### config.mk
export PLATFORM = sky130hd
export DESIGN_NAME = dsp_elastic_pipe
export DESIGN_NICKNAME = d
export VERILOG_FILES = /design/src/rtl/dsp_pkg.sv /design/src/rtl/dsp_pipe_stage.sv /design/src/rtl/dsp_elastic_pipe.sv
export SDC_FILE = /design/constraint.sdc
export NUM_CORES = 1
export LEC_CHECK = 0
export CAP_MARGIN = 20
export CORE_MARGIN = 4
export CORE_UTILIZATION = 30
export DETAILED_ROUTE_END_ITERATION = 10
export GPL_ROUTABILITY_DRIVEN = 0
export PLACE_DENSITY = 0.63
export SLEW_MARGIN = 20
export SYNTH_ARGS = -nofsm -noshare
export SYNTH_HDL_FRONTEND = slang
export SYNTH_HIERARCHICAL = 1
export SYNTH_SLANG_ARGS = --single-unit
### constraint.sdc
create_clock -name clk -period 2.2 [get_ports clk]
set_input_delay 0.44 -clock clk [delete_from_list [all_inputs] [get_ports clk]]
set_output_delay 0.44 -clock clk [all_outputs]
set_load 0.01 [all_outputs]
### src/rtl/dsp_pkg.sv
// rtl/dsp_pkg.sv - shared DSP datapath constants and helpers
package dsp_pkg;

    // Upper bound on the elastic pipe depth.
    localparam int DSP_MAX_PIPE_DEPTH = 16;

    // Reset style selectors used by the legacy single optional stage.
    localparam string RSTTYPE_SYNC  = "SYNC";
    localparam string RSTTYPE_ASYNC = "ASYNC";

    // $clog2 that never returns less than 1, so count ports stay at least 1 bit wide.
    function automatic int clog2_min1(input int n);
        return (n <= 2) ? 1 : $clog2(n);
    endfunction

endpackage

### src/rtl/dsp_pipe_stage.sv
// rtl/dsp_pipe_stage.sv - one valid-tagged data register of the elastic pipe
//
// Ports:
//   clk, rst  - clock, asynchronous active-high reset
//   adv       - stage advances this edge (loads upstream valid/data)
//   clr       - clears the valid bit this edge (flush), data holds
//   up_valid  - upstream valid
//   up_data   - upstream data
//   vld       - stage valid
//   data      - stage data
module dsp_pipe_stage #(
    parameter int               WIDTH   = 18,
    parameter logic [WIDTH-1:0] RST_VAL = '0
) (
    input  logic             clk,
    input  logic             rst,
    input  logic             adv,
    input  logic             clr,
    input  logic             up_valid,
    input  logic [WIDTH-1:0] up_data,
    output logic             vld,
    output logic [WIDTH-1:0] data
);

    always_ff @(posedge clk or posedge rst) begin
        if (rst) begin
            vld  <= 1'b0;
            data <= RST_VAL;
        end else if (clr) begin
            vld <= 1'b0;
        end else if (adv) begin
            vld <= up_valid;
            // Data only loads behind a valid word, so empty slots never pick up X.
            if (up_valid) begin
                data <= up_data;
            end
        end
    end

endmodule

### src/rtl/dsp_elastic_pipe.sv
// rtl/dsp_elastic_pipe.sv - elastic ready/valid register chain for the DSP datapath
//
// Ports:
//   clk, rst   - clock, asynchronous active-high reset
//   ce         - global clock enable, 0 freezes every stage
//   flush      - synchronous clear of all valid bits (overrides ce)
//   in_data    - upstream data
//   in_valid   - upstream valid
//   in_ready   - word accepted this cycle
//   out_data   - last-stage data
//   out_valid  - last-stage valid
//   out_ready  - downstream accepts out_data this cycle
//   count      - number of valid stages
module dsp_elastic_pipe
    import dsp_pkg::*;
#(
    parameter int               WIDTH   = 18,
    parameter int               DEPTH   = 2,
    parameter logic [WIDTH-1:0] RST_VAL = '0
) (
    input  logic                               clk,
    input  logic                               rst,
    input  logic                               ce,
    input  logic                               flush,
    input  logic [WIDTH-1:0]                   in_data,
    input  logic                               in_valid,
    output logic                               in_ready,
    output logic [WIDTH-1:0]                   out_data,
    output logic                               out_valid,
    input  logic                               out_ready,
    output logic [clog2_min1(DEPTH+1)-1:0]     count
);

    localparam int CW = clog2_min1(DEPTH + 1);

    generate
        if (DEPTH == 0) begin : g_bypass
            // Pure wire: no state, so clock, reset and flush have nothing to act on.
            logic unused_bypass;
            assign unused_bypass = ^{clk, rst, flush};

            assign out_data  = in_data;
            assign out_valid = in_valid;
            assign in_ready  = out_ready & ce;
            assign count     = '0;
        end else begin : g_pipe
            logic [DEPTH-1:0] svld;
            logic [WIDTH-1:0] sdata [DEPTH];
            logic [DEPTH-1:0] adv;
            logic             en;
            logic             room;
            logic [CW-1:0]    pop;

            assign en = ce & ~flush;

            // Ready chain: stage i moves when it is empty or everything ahead of it moves.
            // Since en is common to every term it factors out, leaving a running
            // "hole at or after i, or the output drains" term built from the tail back.
            always_comb begin
                adv  = '0;
                room = out_ready;
                for (int i = DEPTH - 1; i >= 0; i--) begin
                    room   = room | ~svld[i];
                    adv[i] = en & room;
                end
            end

            for (genvar i = 0; i < DEPTH; i++) begin : g_stage
                if (i == 0) begin : g_first
                    dsp_pipe_stage #(
                        .WIDTH   (WIDTH),
                        .RST_VAL (RST_VAL)
                    ) u_stage (
                        .clk      (clk),
                        .rst      (rst),
                        .adv      (adv[i]),
                        .clr      (flush),
                        .up_valid (in_valid),
                        .up_data  (in_data),
                        .vld      (svld[i]),
                        .data     (sdata[i])
                    );
                end else begin : g_next
                    dsp_pipe_stage #(
                        .WIDTH   (WIDTH),
                        .RST_VAL (RST_VAL)
                    ) u_stage (
                        .clk      (clk),
                        .rst      (rst),
                        .adv      (adv[i]),
                        .clr      (flush),
                        .up_valid (svld[i-1]),
                        .up_data  (sdata[i-1]),
                        .vld      (svld[i]),
                        .data     (sdata[i])
                    );
                end
            end

            // Occupancy straight from the valid flops; saturates at DEPTH by construction.
            always_comb begin
                pop = '0;
                for (int i = 0; i < DEPTH; i++) begin
                    pop = pop + CW'(svld[i]);
                end
            end

            assign in_ready  = adv[0];
            assign out_data  = sdata[DEPTH-1];
            assign out_valid = svld[DEPTH-1];
            assign count     = pop;
        end
    endgenerate

endmodule

* Word level (Yosys, flattened, before mapping) *
Cells that the tools add are included.

operators by class
  $add $sub $neg = 1
  mux-type cells = 4
  bitwise operators = 8
  reductions and logical operators = 4

operators by type and width
  operator           number
  $reduce_and 3->1   2
  $mux 1             4
  $reduce_bool 2->1  2
  $and 1x1->1        3
  $not 1->1          3
  $add 1x1->2        1
  $or 1x1->1         2

word-level totals
  bits in registers = 38
  input bits = 24
  output and inout bits = 22
  logic and storage cells = 21

* Depth between registers and ports, before layout *
  word-level depth = 6
  depth in mapped cells = 5
  gate-level depth less buffers = 4

* Modules after synthesis *
Netlist, hierarchy kept.

modules (own cells, without submodules)
  module            instances  cells an instance  area an instance (um2)  sequential area each (um2)
  dsp_pipe_stage    2          42                 764.5                   475.5
  dsp_elastic_pipe  1          5                  33.8                    0.0

* Least setup slack after synthesis *
OpenSTA, ideal clock, no wires.

  path kind = register to register
  from = register g_pipe.g_stage[1].g_next.u_stage.vld
  to = register g_pipe.g_stage[0].g_first.u_stage.data[10]
  library setup time = 125 ps
  arrival = 1684 ps
  data required time = 2075 ps
  slack = 391 ps
  cell stages (with the launch flop) = 6
  buffers on the path = 1
  period minus slack after synthesis = 1809 ps
  path through = dfrtp_1 > nor2b_1 > a21oi_1 > nand3b_4 > buf_6 > mux2_4

on the way
  cells in the longest elaborated chain, start to end = 5

RTL lines
  item                               RTL line                RTL
  from (decl)                        dsp_pipe_stage.sv:21    output logic vld,
  from (signal assigned)             dsp_pipe_stage.sv:32    vld <= up_valid;
  $not 1->1                          dsp_elastic_pipe.sv:63  room = room | ~svld[i];
  $or 1x1->1 (2 in a row)            dsp_elastic_pipe.sv:63
  $and 1x1->1                        dsp_elastic_pipe.sv:64  adv[i] = en & room;
  via in_ready                       dsp_elastic_pipe.sv:27  output logic in_ready,
  $reduce_and 3->1 (no source line)  --
  to (signal assigned)               dsp_pipe_stage.sv:35    data <= up_data;
  to (decl)                          dsp_pipe_stage.sv:22    output logic [WIDTH-1:0] data

The timed path passes the listed nets, and every way through them passes these cells.
A chain may end at the register's enable or synchronous reset.

* Final worst setup path *
  from = register g_pipe.g_stage[0].g_first.u_stage.vld
  to = output port count[0]

on the way
  cells in the longest elaborated chain, start to end = 1

RTL lines
  item                    RTL line                 RTL
  from (decl)             dsp_pipe_stage.sv:21
  from (signal assigned)  dsp_pipe_stage.sv:32
  $add 1x1->2             dsp_elastic_pipe.sv:104  pop = pop + CW'(svld[i]);
  to (decl)               dsp_elastic_pipe.sv:31   output logic [clog2_min1(DEPTH+1)-1:0] count

Every way passes these cells.

==> flow_metrics.tcl <==
set metrics [dict create \
    drive_gt1_frac 0.3427 \
    fp.dieW_um 80.18 \
    fin_nets 167 \
    ys_ff_latch 38 \
    wl_per_cell_um 15.08 \
    ant_nets 0 \
    drt-initial-drc-count 10 \
    layout_min_cycle_time_ns 2.002 \
    status "completed" \
    fin_crit_sh 0.9101 \
    power_density_nw_per_um2 936.2 \
    start_util 0.3079 \
    p_switching_mw 0.4537 \
    rsz0062_at_grt "false" \
    clkPwrFrac 0.343 \
    worstSetupPathType "register to output port" \
    port_buffers 45 \
    die_y_um 80.18 \
    comb_power_share 0.217 \
    yosysWarnings 6 \
    final_cell_mix "clkdlybuf4s50_1, dfrtp_1, mux2_4" \
    antenna_found_initial 0 \
    synth_area_um2 1563 \
    grt_max_degree 20 \
    synth_cells 89 \
    clk_pin_slew_ns 0.07 \
    finClkSkew_ns 0.001317 \
    clk-insertion-delay-late_ns 0.28 \
    routed_wl_mm 3.213 \
    wl_met1_mm 1.508 \
    sw_frac_of_total 0.2161 \
    p_seq_frac 0.440 \
    totalPowerFinal_mw 2.099 \
    vias 908 \
    post-dp-hpwl_mm 2.295 \
    ys_seq_area_frac 0.6085 \
    viasPerCell 4.263 \
    final_util 0.4418 \
    die_area_um2 6428 \
    arrival_ns 1.56 \
    synth_fp_nets 114 \
    grt_pass1_vias 1077 \
    grt_overflow 0 \
    numCtsBuffers 5 \
    p_int_mw 1.645 \
    drc 0 \
    final_common_cell "clkdlybuf4s50_1" \
    slew_headroom 0.4912 \
    cp_data_required_time_ns 1.76 \
    ctsResizeCount 1 \
    dr_wl_met3_um 241 \
    fin_ws_ns 0.1977 \
    cp-start-kind "register" \
    num_antenna_cells 0 \
    dr.pass1.iters 2 \
    cts_tree "yes" \
    cap_violations 0 \
    max_freq_mhz 499.4 \
    grt_util_all_layers 0.1120 \
    ir_drop_mv 0.5232 \
    htreeDepth 2 \
    cts_hold_buf 0 \
    worstMarginPinSlew_ns 0.7623 \
    drv_slew 0 \
    dr.max_layer_used "met4" \
    area_growth_pct 43.47 \
    hold_class "register to register" \
    pre_cts_ws_ns -0.002434 \
    core_um2 5075 \
    wl_met2_mm 1.447 \
    avgSynthCellArea_um2 17.56 \
    clock_sinks 38 \
    end_kind "output port" \
    post_synth_num_cell_types 12 \
    post_cts_buffers 0 \
    grt_pass1_wl_mm 5.368 \
    cts_root_buf "clkbuf_8" \
    finalSetupViolations 0 \
    rows 26 \
    ioPinCount 46 \
    p_leak_nw 1.097 \
    cts_buffer_depth 2 \
    hold_viol 0 \
    cp_max_fo 5 \
]
area by class of cell:
class                      count  area, µm²
fill                         473       2833
timing repair buffer          48      471.7
clock buffer                   6      82.58
inverter                       2      7.507
multi-input combinational     47      581.8
clock inverter                 2      60.06
tap                           70      87.58
sequential                    38      950.9
kinds of logic (layout without fill, tap and decap cells):
family | count (synthesis) | in the layout | synth area share
compound gates | 1 | 1 | 0.003199
fa+ha+maj | 1 | 1 | 0.008005
buf+inv | 4 | 58 | 0.01922
flops | 38 | 38 | 0.6085
mux | 38 | 38 | 0.3203
simple gates | 7 | 7 | 0.04084
sequential cells by signal, indices dropped and copies added (netlist names):
name and count:
g_pipe.g_stage.g_first.u_stage/data 18, g_pipe.g_stage.g_first.u_stage/vld 1, g_pipe.g_stage.g_next.u_stage/data 18, g_pipe.g_stage.g_next.u_stage/vld 1
power by group through the flow:
stage	Sequential (mW)	Combinational (mW)	Clock [mW]
after floorplan	0.953	0.201	0
after global placement	0.931	0.451	0
after detailed placement	0.938	0.464	0
after CTS	0.927	0.465	0.743
after global routing	0.944	0.489	0.775
final	0.924	0.455	0.720
routing by layer:
metal / GRT usage / up-vias
met5: 0 / -
met4: 0.02534 / 0
met3: 0.04596 / 2
met2: 0.1780 / 39
met1: 0.1424 / 453
li1: - / 414
worst max-delay path: stages (launching register included):
cell and delay, ns:
dfrtp_1 0.45, ha_1 0.30, clkdlybuf4s50_1 0.53
synth_stat cells (all sizes together):
library cell / instances / share of area
mux2: 36 / 0.31
inv: 2 / 0.0048
dfrtp: 38 / 0.61
ha: 1 / 0.0080
nor2: 3 / 0.0072
nand3b: 2 / 0.026
a21oi: 1 / 0.0032
buf: 2 / 0.014
mux2i: 2 / 0.013
nor2b: 1 / 0.0040
nand2b: 1 / 0.0040
worst paths after layout:
| check | from | end | slack (ns) | cells after the start |
|---|---|---|---|---|
| worst max register to register | g_pipe.g_stage[1].g_next.u_stage/vld | g_pipe.g_stage[0].g_first.u_stage/data[7] | 0.47 | 5 |
| max in group asynchronous | rst | g_pipe.g_stage[0].g_first.u_stage/data[3] | 1.10 | 2 |
| worst min-delay path | g_pipe.g_stage[0].g_first.u_stage/data[13] | g_pipe.g_stage[1].g_next.u_stage/data[13] | 0.50 | 1 |
| worst min register to register | g_pipe.g_stage[0].g_first.u_stage/data[13] | g_pipe.g_stage[1].g_next.u_stage/data[13] | 0.50 | 1 |
| worst max-delay path | g_pipe.g_stage[0].g_first.u_stage/vld | count[0] | 0.20 | 2 |
| min in group asynchronous | rst | g_pipe.g_stage[1].g_next.u_stage/data[5] | 0.51 | 3 |
through the flow:
step | hold WS (ns) | cells | area (µm²) | setup TNS (ns)
after floorplan | 0.3911 | 89 | 1563 | 0
after global placement | 0.4804 | 205 | 2101 | 0
after detailed placement | 0.4877 | 205 | 2101 | -0.004938
after CTS | 0.5069 | 213 | 2242 | 0
after global routing | 0.5205 | 213 | 2242 | 0
final | 0.5030 | 213 | 2242 | 0
Power figures use the tool's default switching activity.
